--- src/rtl/multicycle_ctrl_pkg.sv ---
// Shared types for the multicycle MIPS controller: opcodes, ALU op codes,
// FSM state encoding and datapath select constants.
package lib_cpu;

  typedef enum logic [5:0] {
    OP_RTYPE = 6'b000000,
    OP_J     = 6'b000010,
    OP_BEQ   = 6'b000100,
    OP_BNE   = 6'b000101,
    OP_ADDI  = 6'b001000,
    OP_ANDI  = 6'b001100,
    OP_LW    = 6'b100011,
    OP_SW    = 6'b101011
  } OPECODE;

  typedef logic [1:0] ALUOP;
  localparam ALUOP ALU_ADD   = 2'b00;
  localparam ALUOP ALU_SUB   = 2'b01;
  localparam ALUOP ALU_FUNCT = 2'b10;
  localparam ALUOP ALU_AND   = 2'b11;

  typedef enum logic [3:0] {
    S_IDLE   = 4'd0,
    S_FETCH  = 4'd1,
    S_DECODE = 4'd2,
    S_MEMADR = 4'd3,
    S_MEMRD  = 4'd4,
    S_MEMWB  = 4'd5,
    S_MEMWR  = 4'd6,
    S_EXEC   = 4'd7,
    S_ALUWB  = 4'd8,
    S_BRANCH = 4'd9,
    S_IMMEX  = 4'd10,
    S_IMMWB  = 4'd11,
    S_JUMP   = 4'd12
  } CTRL_STATE;

  localparam logic [1:0] SRCB_B       = 2'b00;
  localparam logic [1:0] SRCB_FOUR    = 2'b01;
  localparam logic [1:0] SRCB_IMM     = 2'b10;
  localparam logic [1:0] SRCB_IMM_SH2 = 2'b11;

  localparam logic [1:0] PC_ALU    = 2'b00;
  localparam logic [1:0] PC_ALUOUT = 2'b01;
  localparam logic [1:0] PC_JUMP   = 2'b10;

endpackage

--- src/rtl/ctrl_out_dec.sv ---
// Moore output decode: maps the current state (and opcode class) to the raw
// control word. Memory-gated strobes are qualified by ready in the top level.
module ctrl_out_dec
  import lib_cpu::*;
(
  input  logic [3:0] state_i,
  input  logic       is_bne_i,
  input  logic       is_andi_i,
  output logic       mem_req_o,
  output logic       mem_wr_o,
  output logic       ir_wr_o,
  output logic       pc_wr_o,
  output logic       pc_wr_gated_o,
  output logic       i_or_d_o,
  output logic       mem_to_reg_o,
  output logic       reg_dst_o,
  output logic       reg_write_o,
  output logic       alu_src_a_o,
  output logic [1:0] alu_src_b_o,
  output logic       imm_zext_o,
  output logic [1:0] pc_src_o,
  output logic [1:0] alu_op_o,
  output logic       branch_o,
  output logic       bne_sel_o
);

  CTRL_STATE st;
  assign st = CTRL_STATE'(state_i);

  always_comb begin
    mem_req_o     = 1'b0;
    mem_wr_o      = 1'b0;
    ir_wr_o       = 1'b0;
    pc_wr_o       = 1'b0;
    pc_wr_gated_o = 1'b0;
    i_or_d_o      = 1'b0;
    mem_to_reg_o  = 1'b0;
    reg_dst_o     = 1'b0;
    reg_write_o   = 1'b0;
    alu_src_a_o   = 1'b0;
    alu_src_b_o   = SRCB_B;
    imm_zext_o    = 1'b0;
    pc_src_o      = PC_ALU;
    alu_op_o      = ALU_ADD;
    branch_o      = 1'b0;
    bne_sel_o     = 1'b0;
    case (st)
      S_FETCH: begin
        mem_req_o     = 1'b1;
        ir_wr_o       = 1'b1;
        pc_wr_o       = 1'b1;
        pc_wr_gated_o = 1'b1;
        alu_src_b_o   = SRCB_FOUR;
      end
      S_DECODE: alu_src_b_o = SRCB_IMM_SH2;
      S_MEMADR: begin
        alu_src_a_o = 1'b1;
        alu_src_b_o = SRCB_IMM;
      end
      S_MEMRD: begin
        mem_req_o = 1'b1;
        i_or_d_o  = 1'b1;
      end
      S_MEMWB: begin
        reg_write_o  = 1'b1;
        mem_to_reg_o = 1'b1;
      end
      S_MEMWR: begin
        mem_req_o = 1'b1;
        i_or_d_o  = 1'b1;
        mem_wr_o  = 1'b1;
      end
      S_EXEC: begin
        alu_src_a_o = 1'b1;
        alu_op_o    = ALU_FUNCT;
      end
      S_ALUWB: begin
        reg_write_o = 1'b1;
        reg_dst_o   = 1'b1;
      end
      S_BRANCH: begin
        alu_src_a_o = 1'b1;
        alu_op_o    = ALU_SUB;
        pc_src_o    = PC_ALUOUT;
        branch_o    = 1'b1;
        bne_sel_o   = is_bne_i;
      end
      S_IMMEX: begin
        alu_src_a_o = 1'b1;
        alu_src_b_o = SRCB_IMM;
        alu_op_o    = is_andi_i ? ALU_AND : ALU_ADD;
        imm_zext_o  = is_andi_i;
      end
      S_IMMWB: reg_write_o = 1'b1;
      S_JUMP: begin
        pc_src_o = PC_JUMP;
        pc_wr_o  = 1'b1;
      end
      default: ;
    endcase
  end

endmodule

--- src/rtl/multicycle_ctrl.sv ---
// Multicycle MIPS main controller: state register, next-state logic,
// memory-ready gating and the PC enable equation.
module multicycle_ctrl
  import lib_cpu::*;
#(
  parameter bit MEM_HS  = 1'b1,
  parameter bit EN_BNE  = 1'b1,
  parameter bit EN_ANDI = 1'b1
) (
  input  logic       clk,
  input  logic       reset_n,
  input  logic [5:0] op,
  input  logic       zero,
  input  logic       mem_ready,
  output logic       mem_req,
  output logic       mem_write,
  output logic       ir_write,
  output logic       pc_en,
  output logic       i_or_d,
  output logic       mem_to_reg,
  output logic       reg_dst,
  output logic       reg_write,
  output logic       alu_src_a,
  output logic [1:0] alu_src_b,
  output logic       imm_zext,
  output logic [1:0] pc_src,
  output logic [1:0] alu_op,
  output logic       illegal_op,
  output logic [3:0] state_o
);

  CTRL_STATE state_q, state_d;
  logic rdy, is_bne, is_andi;
  logic mem_wr_raw, ir_wr_raw, pc_wr_raw, pc_wr_gated, pc_write;
  logic branch, bne_sel;

  assign rdy     = mem_ready | ~MEM_HS;
  assign is_bne  = EN_BNE  && (op == OP_BNE);
  assign is_andi = EN_ANDI && (op == OP_ANDI);

  always_ff @(posedge clk or negedge reset_n) begin
    if (!reset_n) state_q <= S_IDLE;
    else          state_q <= state_d;
  end

  always_comb begin
    state_d    = state_q;
    illegal_op = 1'b0;
    case (state_q)
      S_IDLE:   state_d = S_FETCH;
      S_FETCH:  if (rdy) state_d = S_DECODE;
      S_DECODE: begin
        if (op == OP_LW || op == OP_SW)     state_d = S_MEMADR;
        else if (op == OP_RTYPE)            state_d = S_EXEC;
        else if (op == OP_BEQ || is_bne)    state_d = S_BRANCH;
        else if (op == OP_ADDI || is_andi)  state_d = S_IMMEX;
        else if (op == OP_J)                state_d = S_JUMP;
        else begin
          illegal_op = 1'b1;
          state_d    = S_FETCH;
        end
      end
      S_MEMADR: state_d = (op == OP_SW) ? S_MEMWR : S_MEMRD;
      S_MEMRD:  if (rdy) state_d = S_MEMWB;
      S_MEMWR:  if (rdy) state_d = S_FETCH;
      S_EXEC:   state_d = S_ALUWB;
      S_IMMEX:  state_d = S_IMMWB;
      default:  state_d = S_FETCH;
    endcase
  end

  ctrl_out_dec u_dec (
    .state_i       (state_q),
    .is_bne_i      (is_bne),
    .is_andi_i     (is_andi),
    .mem_req_o     (mem_req),
    .mem_wr_o      (mem_wr_raw),
    .ir_wr_o       (ir_wr_raw),
    .pc_wr_o       (pc_wr_raw),
    .pc_wr_gated_o (pc_wr_gated),
    .i_or_d_o      (i_or_d),
    .mem_to_reg_o  (mem_to_reg),
    .reg_dst_o     (reg_dst),
    .reg_write_o   (reg_write),
    .alu_src_a_o   (alu_src_a),
    .alu_src_b_o   (alu_src_b),
    .imm_zext_o    (imm_zext),
    .pc_src_o      (pc_src),
    .alu_op_o      (alu_op),
    .branch_o      (branch),
    .bne_sel_o     (bne_sel)
  );

  // FETCH's PC increment waits on ready; JUMP's PC write does not.
  assign pc_write  = pc_wr_raw & (~pc_wr_gated | rdy);
  assign mem_write = mem_wr_raw & rdy;
  assign ir_write  = ir_wr_raw & rdy;
  assign pc_en     = pc_write | (branch & (zero ^ bne_sel));
  assign state_o   = state_q;

endmodule

--- config.mk ---
export PLATFORM = sky130hd
export DESIGN_NAME = multicycle_ctrl
export DESIGN_NICKNAME = d
export VERILOG_FILES = /design/src/rtl/multicycle_ctrl_pkg.sv /design/src/rtl/ctrl_out_dec.sv /design/src/rtl/multicycle_ctrl.sv
export SDC_FILE = /design/constraint.sdc
export NUM_CORES = 1
export LEC_CHECK = 0
export BUFFER_PORTS_ARGS = -buffer_cell sky130_fd_sc_hd__buf_2
export CORE_MARGIN = 2
export CORE_UTILIZATION = 42
export CTS_BUF_LIST = sky130_fd_sc_hd__clkbuf_16
export DETAILED_ROUTE_END_ITERATION = 8
export PLACE_DENSITY = 0.81
export SYNTH_ARGS = -nofsm -noshare
export SYNTH_HDL_FRONTEND = slang
export SYNTH_SLANG_ARGS = --single-unit
--- constraint.sdc ---
create_clock -name clk -period 1.9 [get_ports clk]
set_input_delay 0.38 -clock clk [delete_from_list [all_inputs] [get_ports clk]]
set_output_delay 0.38 -clock clk [all_outputs]
set_load 0.01 [all_outputs]
Word level (Yosys, flattened, before mapping)
Index checks and enable logic that the tools add are counted.
W data, S select, Z words.
{"block": "word_totals", "ff_bits": 4, "in_bits": 10, "output_inout_bits": 21, "elab_cells": 74}
{"block": "classes", "n_eq_ne": 22, "n_mux": 32, "bitwise_logic": 8, "reduce_logical": 11}
{"op": "$mux W4", "count": 8}
{"op": "$pmux W4 S7", "count": 1}
{"op": "$eq A4 B4 Y1 const B", "count": 5}
{"op": "$mux W1", "count": 18}
{"op": "$eq A4 B3 Y1 const B", "count": 4}
{"op": "$eq A6 B3 Y1 const B", "count": 2}
{"op": "$eq A6 B4 Y1 const B", "count": 2}
{"op": "$eq A6 B6 Y1 const B", "count": 2}
{"op": "$pmux W2 S3", "count": 2}
{"op": "$eq A4 B2 Y1 const B", "count": 2}
{"op": "$eq A6 B2 Y1 const B", "count": 1}
{"op": "$logic_not A6 Y1", "count": 1}
{"op": "$ne A2 B2 Y1 const B", "count": 3}
{"op": "$reduce_or A2 Y1", "count": 3}
{"op": "$reduce_or A3 Y1", "count": 2}
{"op": "$and A1 B1 Y1", "count": 4}
{"op": "$eq A4 B1 Y1 const B", "count": 1}
{"op": "$mux W2", "count": 2}
{"op": "$pmux W2 S2", "count": 1}
{"op": "$reduce_or A4 Y1", "count": 1}
{"op": "$logic_or A1 B1 Y1", "count": 3}
{"op": "$reduce_and A3 Y1", "count": 1}
{"op": "$or A1 B1 Y1", "count": 2}
{"op": "$not A1 Y1", "count": 1}
{"op": "$xor A1 B1 Y1", "count": 1}

Depth between registers and ports, before layout
Gate-level depths: netlist (run 1).
{"block": "depth", "word_depth": 7, "ltp_mapped": 5}

Cells and area by module
Synthesis (run 1) repeated with hierarchy kept, for this count alone.
{"block": "unflattened", "hier_cells": 98, "hier_area_um2": 700.7}
{"module": "multicycle_ctrl", "instances": 1, "cells_per_inst": 58, "area_each_um2": 454.2, "seq_area_each_um2": 100.1}
{"module": "ctrl_out_dec", "instances": 1, "cells_per_inst": 40, "area_each_um2": 246.5, "seq_area_each_um2": 0.0}

Worst setup path before layout (run 1)
No wires, ideal clock.
{"block": "synth_timing", "path_type": "flip-flop to output port", "start": "register state_q[1], in the netlist state_o[1]", "end": "output port pc_en", "t_arrival_ns": 1.464, "t_required_ns": 1.520, "setup_slack_ns": 0.056, "stages_incl_launch_ff": 5, "path_cell_list": "dfrtp_1 > buf_2 > nand2b_4 > nor4_1 > a211o_1"}
{"block": "synth_between", "elab_chain_len": 6}
{"element": "start, declared", "line": "multicycle_ctrl.sv:32", "rtl": "CTRL_STATE state_q, state_d;"}
{"element": "start signal, assigned", "line": "multicycle_ctrl.sv:43", "rtl": "else state_q <= state_d;"}
{"element": "$eq A4 B1 Y1", "line": "ctrl_out_dec.sv:47", "rtl": "case (st)"}
{"element": "$mux W1", "line": "ctrl_out_dec.sv:47"}
{"element": "$not A1 Y1", "line": "multicycle_ctrl.sv:95", "rtl": "assign pc_write = pc_wr_raw & (~pc_wr_gated | rdy);"}
{"element": "$or A1 B1 Y1", "line": "multicycle_ctrl.sv:95"}
{"element": "$and A1 B1 Y1", "line": "multicycle_ctrl.sv:95"}
{"element": "$or A1 B1 Y1 (*)", "line": "multicycle_ctrl.sv:98", "rtl": "assign pc_en = pc_write | (branch & (zero ^ bne_sel));"}
{"element": "end, declared", "line": "multicycle_ctrl.sv:18", "rtl": "output logic pc_en,"}
Every way passes the cells marked *; elsewhere a longest branch is shown, timed or not.

Worst setup path after layout (run 1)
{"block": "layout_timing", "start": "register state_q[0], in the netlist state_o[0]", "end": "output port illegal_op"}
{"block": "layout_between", "elab_chain_len": 2}
{"element": "$eq A4 B2 Y1", "line": "multicycle_ctrl.sv:49", "rtl": "case (state_q)"}
{"element": "$mux W1", "line": "multicycle_ctrl.sv:49"}
{"element": "end, declared", "line": "multicycle_ctrl.sv:28", "rtl": "output logic illegal_op,"}
Every way passes these cells.

==> results.ini, run 1 <==
[setup_path]
path_max_fanout=4
max_stage_delay_ns=0.41
cp-end-kind=output pin
crit_chain=and2b_2 > nand2_2 > a311o_1 > nor2b_1 > buf_2
startpoint_type=flip-flop
worst-path-buf-inv=1
critPathKind=reg2out
crit_required_ns=1.52
cp.arrival_ns=1.49
crit_slowest_cell=dfrtp_1
reg2reg_setup_slack_ns=0.52
critical_path.top_delay_family=simple AND/OR/NAND/NOR gates

[yosys]
seq_area_frac_synth=0.1786
ys_ff_latch=4
syn_area_sq_um=560.5
synthCells=82
synth_top_cell_by_area=dfrtp_1
avgSynthCellArea_sq_um=6.836
async_reset_ff_frac=1.000
synth_top_area_share=0.1786
synth_top_flop_cell=dfrtp_1
yosys_warnings=0
yosys-top-cells-area=dfrtp_1 (18%), nor2_1 (9.4%), a21oi_1 (8.0%)
yosysUniqueCellTypes=37
synth-edff-count=0
synth_nets=92

[clocking]
root_buffer=clkbuf_16
cts_max_level=1
cts_sinks=4
cts_tree=built
clock_latency_ns=0.23
clk_pin_slew_ns=0.03
cts_made_buffers=3
clock_path_buffers=2

[grt]
antenna_found_initial=0
grt_util_all_layers=0.2089
grt_max_degree=15
grt_pass1_wl_um=2339
grt.overflow.total=0
grt_pass1_vias=522

[layout]
area_growth_pct=52.01
final_common_cell=buf_2
instances_no_fill=131
fillCellCount=112
final_cell_mix=buf_2 (30), nor2_1 (12), a21oi_1 (9)
largest_reg_flops=4
diodes=0
fin_nets=128
layout-drive-gt1-share=0.4224

[route]
detail_route.wl_per_cell_um=12.95
routed_via_density=5.504
drt_iter0_drc=11
ant_nets=0
firstDrtPassIters=4
drc_errors=0
wirelength_um=1697
routed-via-count=721

[power_and_ir_drop]
power.leakage_uw=0.0004148
ir_drop_mv=0.7546
p_total_uw=1213
power_density_nw_per_um2=1424

[floorplan]
coreArea_sq_um=1269
rows=13
die_h_um=40.53
initial_core_util=0.4418
die_w_um=40.53
dieArea_sq_um=1643
io_pins=31

[placement]
io_buffers=30
gp_congestion=0.7815
place_hpwl_um=1211
dp.cells=126

[sta]
fin_crit_ns=1.874
fin_crit_sh=0.9862
final_hold_viol_count=0
fmax_mhz=533.7
rsz0062_at_grt=yes
relSlewSlack=0.7786
maxSlewViolCount=0
clock_skew_ns=0.002215
setup_viol=0
worst_pin_slew_ns=0.3293

[outcome]
status=finished clean

[hold_path]
hp-class=in2reg

[job]
max_cap_viol_count=0

[metrics by stage]
stage	setup slack [ns]	instance area, sq um	hold slack, ns	util	TNS [ns]
2_1_floorplan	0.05555	560.5	0.08441	-	0
3_3_place_gp	0.1133	729.5	0.1849	0.5750	0
3_5_place_dp	0.09531	729.5	0.1926	0.5750	0
4_1_cts	-0.01821	820.8	0.4452	0.6469	-0.01821
5_1_grt	-0.04810	852.1	0.4679	0.6716	-0.1033
6_report	0.02626	852.1	0.4411	0.6716	0
[kinds of logic after synthesis]
group | after synthesis | share of synthesized area
AND/OR/NAND/NOR | 41 | 0.4018
AO/OA/AOI/OAI | 25 | 0.2857
buffers and inverters | 9 | 0.08033
flip-flops | 4 | 0.1786
multiplexers | 2 | 0.03795
XOR/XNOR | 1 | 0.01563
[cells in the mapped netlist, types with 2 or more instances]
library cell	number
a21oi_1	9
dfrtp_1	4
a31oi_1	2
nand2_1	3
o21ai_0	2
nor2b_1	2
buf_2	3
nor3_1	4
nor2_1	14
o22ai_1	3
inv_1	4
nand3_1	2
nand2b_1	6
[what timing repair did]
| item | in CTS | in global routing |
|---|---|---|
| buffers inserted | 0 | 1 |
| hold buffers | 1 | 0 |
| hold endpoints to repair | 4 | 0 |
| gates cloned | 0 | 0 |
| setup endpoints to repair | 3 | 6 |
| pin swaps | 0 | 1 |
| resized for setup | 3 | 6 |
[where the power goes]
group | switching, uW | internal, uW | leakage [uW]
logic | 385 | 315 | 0.000329
clock network | 65.2 | 270 | 0.0000370
registers | 59.7 | 119 | 0.0000485
total | 510 | 703 | 0.000415
[metal layers]
layer	GRT usage	wire length [um]	vias to the layer above	part of all wire
li1	-	-	370	-
met1	0.2623	741	322	0.44
met2	0.3651	840	29	0.49
met3	0.03333	115	0	0.068
met4	0.05000	0	0	0
met5	0	0	-	0
[worst paths after layout]
| path | from | end | depth (start not counted) |
|---|---|---|---|
| worst max-delay path | state_o[0] | illegal_op | 5 |
| worst min-delay path | op[4] | state_o[1] | 2 |
| worst max register to register | state_o[3] | state_o[1] | 5 |
| worst min register to register | state_o[3] | state_o[2] | 2 |
| max in group asynchronous | reset_n | state_o[3] | 2 |
| min in group asynchronous | reset_n | state_o[1] | 2 |
[final cells by class]
cell class,instances,area [sq um],share of cell area
Inverter,4,15.01,0.01762
Timing Repair Buffer,36,197.7,0.2320
Sequential cell,4,102.6,0.1204
Clock buffer,3,75.07,0.08811
Multi-Input combinational cell,69,442.9,0.5198
Tap cell,15,18.77,0.02203
(Power assumes the default switching activity.)
==> inputs of run 2 (changes only) <==
Settings changed: PLACE_DENSITY 0.81 to 0.8, SYNTH_HIERARCHICAL set to 1.
Clock period 1.9 ns to 1.52 ns, I/O delays scaled along.
==> run 2 against run 1 <==
  * The run now fails in global routing (5_1_grt)
  * Area after synthesis rose by 25%
  * Synthesized cell count rose by 20%
==> results.ini, run 2 <==
[floorplan]
die_w_um=44.85  ; +11%
rows=14  ; +1
initial_core_util=0.4545  ; +0.01273
die_h_um=44.85  ; +11%
io_pins=31  ; unchanged

[placement]
gp_congestion=0.8770  ; +12%
place_area_sq_um=1069  ; +46%
place_hpwl_um=1712  ; +41%
io_buffers=30  ; unchanged

[sta]
crit_endpoint=pc_en
worst-ep-kind=output port

[yosys]
synth_top_area_share=0.1429  ; -0.03571
yosysUniqueCellTypes=44  ; +19%
avgSynthCellArea_sq_um=7.150  ; +4.6%
yosys-top-cells-area=dfrtp_1 (14%), nor3_1 (6.4%), nand2b_1 (6.3%)
ys_ff_latch=4  ; unchanged
synth-edff-count=0  ; unchanged
synthCells=98  ; +20%
yosys_warnings=6  ; +6
synth_top_cell_by_area=dfrtp_1
yosysMostFrequentCell=nor3_1
seq_area_frac_synth=0.1429  ; -0.03571
syn_area_sq_um=700.7  ; +25%
async_reset_ff_frac=1.000  ; unchanged
synth_commonest_cells=nor3_1 (9), a21oi_1 (7), inv_1 (7), nand2b_1 (7), nor2_1 (7)
synth_top_flop_cell=dfrtp_1
synth_nets=108  ; +17%

[outcome]
lastStage=global routing (5_1_grt)
error_line=[ERROR DPL-0038] Utilization greater than 100%, impossible to legalize
status=stopped before the end

[clocking]
root_buffer=clkbuf_16
clock_path_buffers=2  ; unchanged
cts_made_buffers=3  ; unchanged
cts_max_level=1  ; unchanged
cts_sinks=4  ; unchanged

[grt]
grt_max_degree=11

run 2: changes by cell type after synthesis, sizes merged, moves of 3 or more:
cell and change:
nor2 -6, nor3 +5, buf +4, inv +3
nand3b +3, or3b +3
run 2: cell families after synthesis:
kind of cell	after synthesis	share of synthesized area
flops	4	0.1429
mux	1	0.01429
buf+inv	17	0.1286
compound gates	23	0.2393
simple gates	51	0.4500
xor+xnor	2	0.02500
run 2: stage by stage:
| step | util | setup TNS (ns) | worst slack [ns] | std cells |
|---|---|---|---|---|
| after detailed placement | 0.6932 | -1.475 | -0.3650 | 163 |
| after CTS | 0.8912 | -1.871 | -0.2279 | 178 |
| after floorplan | - | -0.3959 | -0.1246 | 98 |
| after global placement | 0.6932 | -1.214 | -0.3269 | 163 |
run 2: repair_timing:
action	in CTS
pin swaps	16
hold endpoints to repair	4
hold buffers	1
buffers inserted	10
resized for setup	31
setup endpoints to repair	17
==> inputs of run 3 (changes only) <==
Settings changed: CORE_AREA set to 2 2 63 65, CORE_MARGIN 2 to unset, CORE_UTILIZATION 42 to unset, CTS_BUF_LIST sky130_fd_sc_hd__clkbuf_16 to unset, DIE_AREA set to 0 0 65 67, PLACE_DENSITY 0.8 to unset, PLACE_DENSITY_LB_ADDON set to 0.15.
Clock period 1.52 ns to 2 ns, I/O delays scaled along.
==> run 3 against run 2 <==
  * The flow now finishes without violations
  * Synthesized cell count stayed put
  * Area after synthesis stayed put
==> results.ini, run 3 <==
[setup_path]
cp.arrival_ns=1.54
worst-path-buf-inv=3
max_stage_delay_ns=0.42
cp-end-kind=output pin
critPathKind=reg2out
crit_chain=buf_12 > buf_4 > or3b_1 > a21oi_1 > buf_2
r2r_start=state_o[2]
reg2reg_setup_slack_ns=0.58
path_max_fanout=7
cp-startpoint=state_o[2]
timing.rr.end=state_o[0]
critical_path.top_delay_family=flip-flops
crit_slowest_cell=dfrtp_2
ff2ff_path_depth=4
crit_required_ns=1.60
startpoint_type=flip-flop

[sta]
fmax_mhz=514.6
relSlewSlack=0.6944
fin_crit_ns=1.943
maxSlewViolCount=0
fin_crit_sh=0.9716
final_hold_viol_count=0
setup_viol=0
worst_pin_slew_ns=0.4468
hold_slack_ns=0.5218
rsz0062_at_grt=yes
clock_skew_ns=0.002218

[yosys]
synth_top_cell_by_area=dfrtp_1
yosys-top-cells-area=dfrtp_1 (14%), nor3_1 (6.4%), nand2b_1 (6.3%)
synth_top_flop_cell=dfrtp_1
synth_commonest_cells=nor3_1 (9), a21oi_1 (7), inv_1 (7), nand2b_1 (7), nor2_1 (7)
synth_top_area_share=0.1429  ; unchanged
ys_ff_latch=4  ; unchanged
synthCells=98  ; unchanged
syn_area_sq_um=700.7  ; unchanged
synth_nets=108  ; unchanged
yosys_warnings=6  ; unchanged
async_reset_ff_frac=1.000  ; unchanged
synth-edff-count=0  ; unchanged
yosysMostFrequentCell=nor3_1
seq_area_frac_synth=0.1429  ; unchanged
avgSynthCellArea_sq_um=7.150  ; unchanged
yosysUniqueCellTypes=44  ; unchanged

[placement]
place_hpwl_um=1712  ; about the same
gp_congestion=0.7490  ; -15%
io_buffers=30  ; unchanged

[clocking]
cts_made_buffers=3  ; unchanged
cts_tree=built
clock_latency_ns=0.21
clk_pin_slew_ns=0.03
cts_sinks=4  ; unchanged
clock_path_buffers=2  ; unchanged
cts_max_level=1  ; unchanged
root_buffer=clkbuf_8

[power_and_ir_drop]
p_total_uw=1361
ir_drop_mv=0.4766
power.leakage_uw=0.0005311
power_density_nw_per_um2=1151

[layout]
layout-drive-gt1-share=0.5241
largest_reg_flops=4
diodes=0
area_growth_pct=68.75
final_common_cell=buf_2
fin_nets=157
final_cell_mix=buf_2 (30), buf_4 (21), inv_1 (7), nor2_1 (7)

[grt]
grt_util_all_layers=0.1026
antenna_found_initial=0
grt_pass1_vias=798
grt_pass1_wl_um=3560
grt_max_degree=24
grt.overflow.total=0

[route]
detail_route.wl_per_cell_um=11.51
ant_nets=0
wirelength_um=2221
firstDrtPassIters=3
drt_iter0_drc=43
drc_errors=0
routed_via_density=4.472
routed-via-count=863

[floorplan]
die_h_um=67  ; +49%
dieArea_sq_um=4355
initial_core_util=0.1943  ; -0.2602
io_pins=31  ; unchanged
coreArea_sq_um=3606
die_w_um=65  ; +45%
rows=22  ; +8

[job]
max_cap_viol_count=0

[outcome]
status=finished clean

[hold_path]
hp-class=in2async

## run 3: cell counts after synthesis
No cell type changed its count.
## run 3: repair_timing
action | in CTS | in global routing
resized for setup | 3 | 14
setup endpoints to repair | 4 | 5
buffers inserted | 0 | 4
hold endpoints to repair | 4 | 0
hold buffers | 1 | 0
gates cloned | 0 | 1
pin swaps | 2 | 6
## run 3: worst max-delay path by stage
stage | to | slack [ns] | depth (start not counted)
final | mem_req | 0.06 | 5
after global routing | pc_en | -0.0003 | 5
after CTS | pc_en | -0.07 | 8
after detailed placement | pc_en | -0.16 | 8
after global placement | pc_en | -0.13 | 8
after floorplan | imm_zext | 0.08 | 5
## run 3: layout make-up
class / count / area, sq um
Clock buffer: 3 / 41.29
Fill cell: 405 / 2424
Inverter: 7 / 26.28
Multi-Input combinational cell: 77 / 588.1
Sequential cell: 4 / 103.9
Tap cell: 48 / 60.06
Timing Repair Buffer: 54 / 362.8
## run 3: stage by stage
step                      instances  setup TNS [ns]  instance area, sq um  utilization  setup slack, ns
after detailed placement        184         -0.2984                 994.7       0.2759          -0.1601
after floorplan                  98               0                 700.7            -          0.07794
after global placement          184         -0.2143                 994.7       0.2759          -0.1254
after global routing            193      -0.0004947                  1182       0.3279       -0.0003103
after CTS                       188         -0.1553                  1059       0.2935         -0.06986
final                           193               0                  1182       0.3279          0.05678
## run 3: cell families after synthesis
logic type,share of synthesized area
AO/OA/AOI/OAI,0.2393
buffers and inverters,0.1286
flip-flops,0.1429
AND/OR/NAND/NOR,0.4500
multiplexers,0.01429
XOR/XNOR,0.02500
## run 3: routing by layer
| metal | track usage | wire length, um | vias to the layer above |
|---|---|---|---|
| met2 | 0.1740 | 1061 | 22 |
| met3 | 0.03209 | 119 | 0 |
| met4 | 0 | 0 | 0 |
| met1 | 0.1351 | 1040 | 392 |
| li1 | - | - | 449 |
| met5 | 0 | 0 | - |
## run 3: power breakdown
group / total (uW) / switching (uW) / internal [uW]
registers: 200 / 82.5 / 118
clock network: 165 / 37.0 / 128
logic: 996 / 478 / 518
total: 1360 / 597 / 764
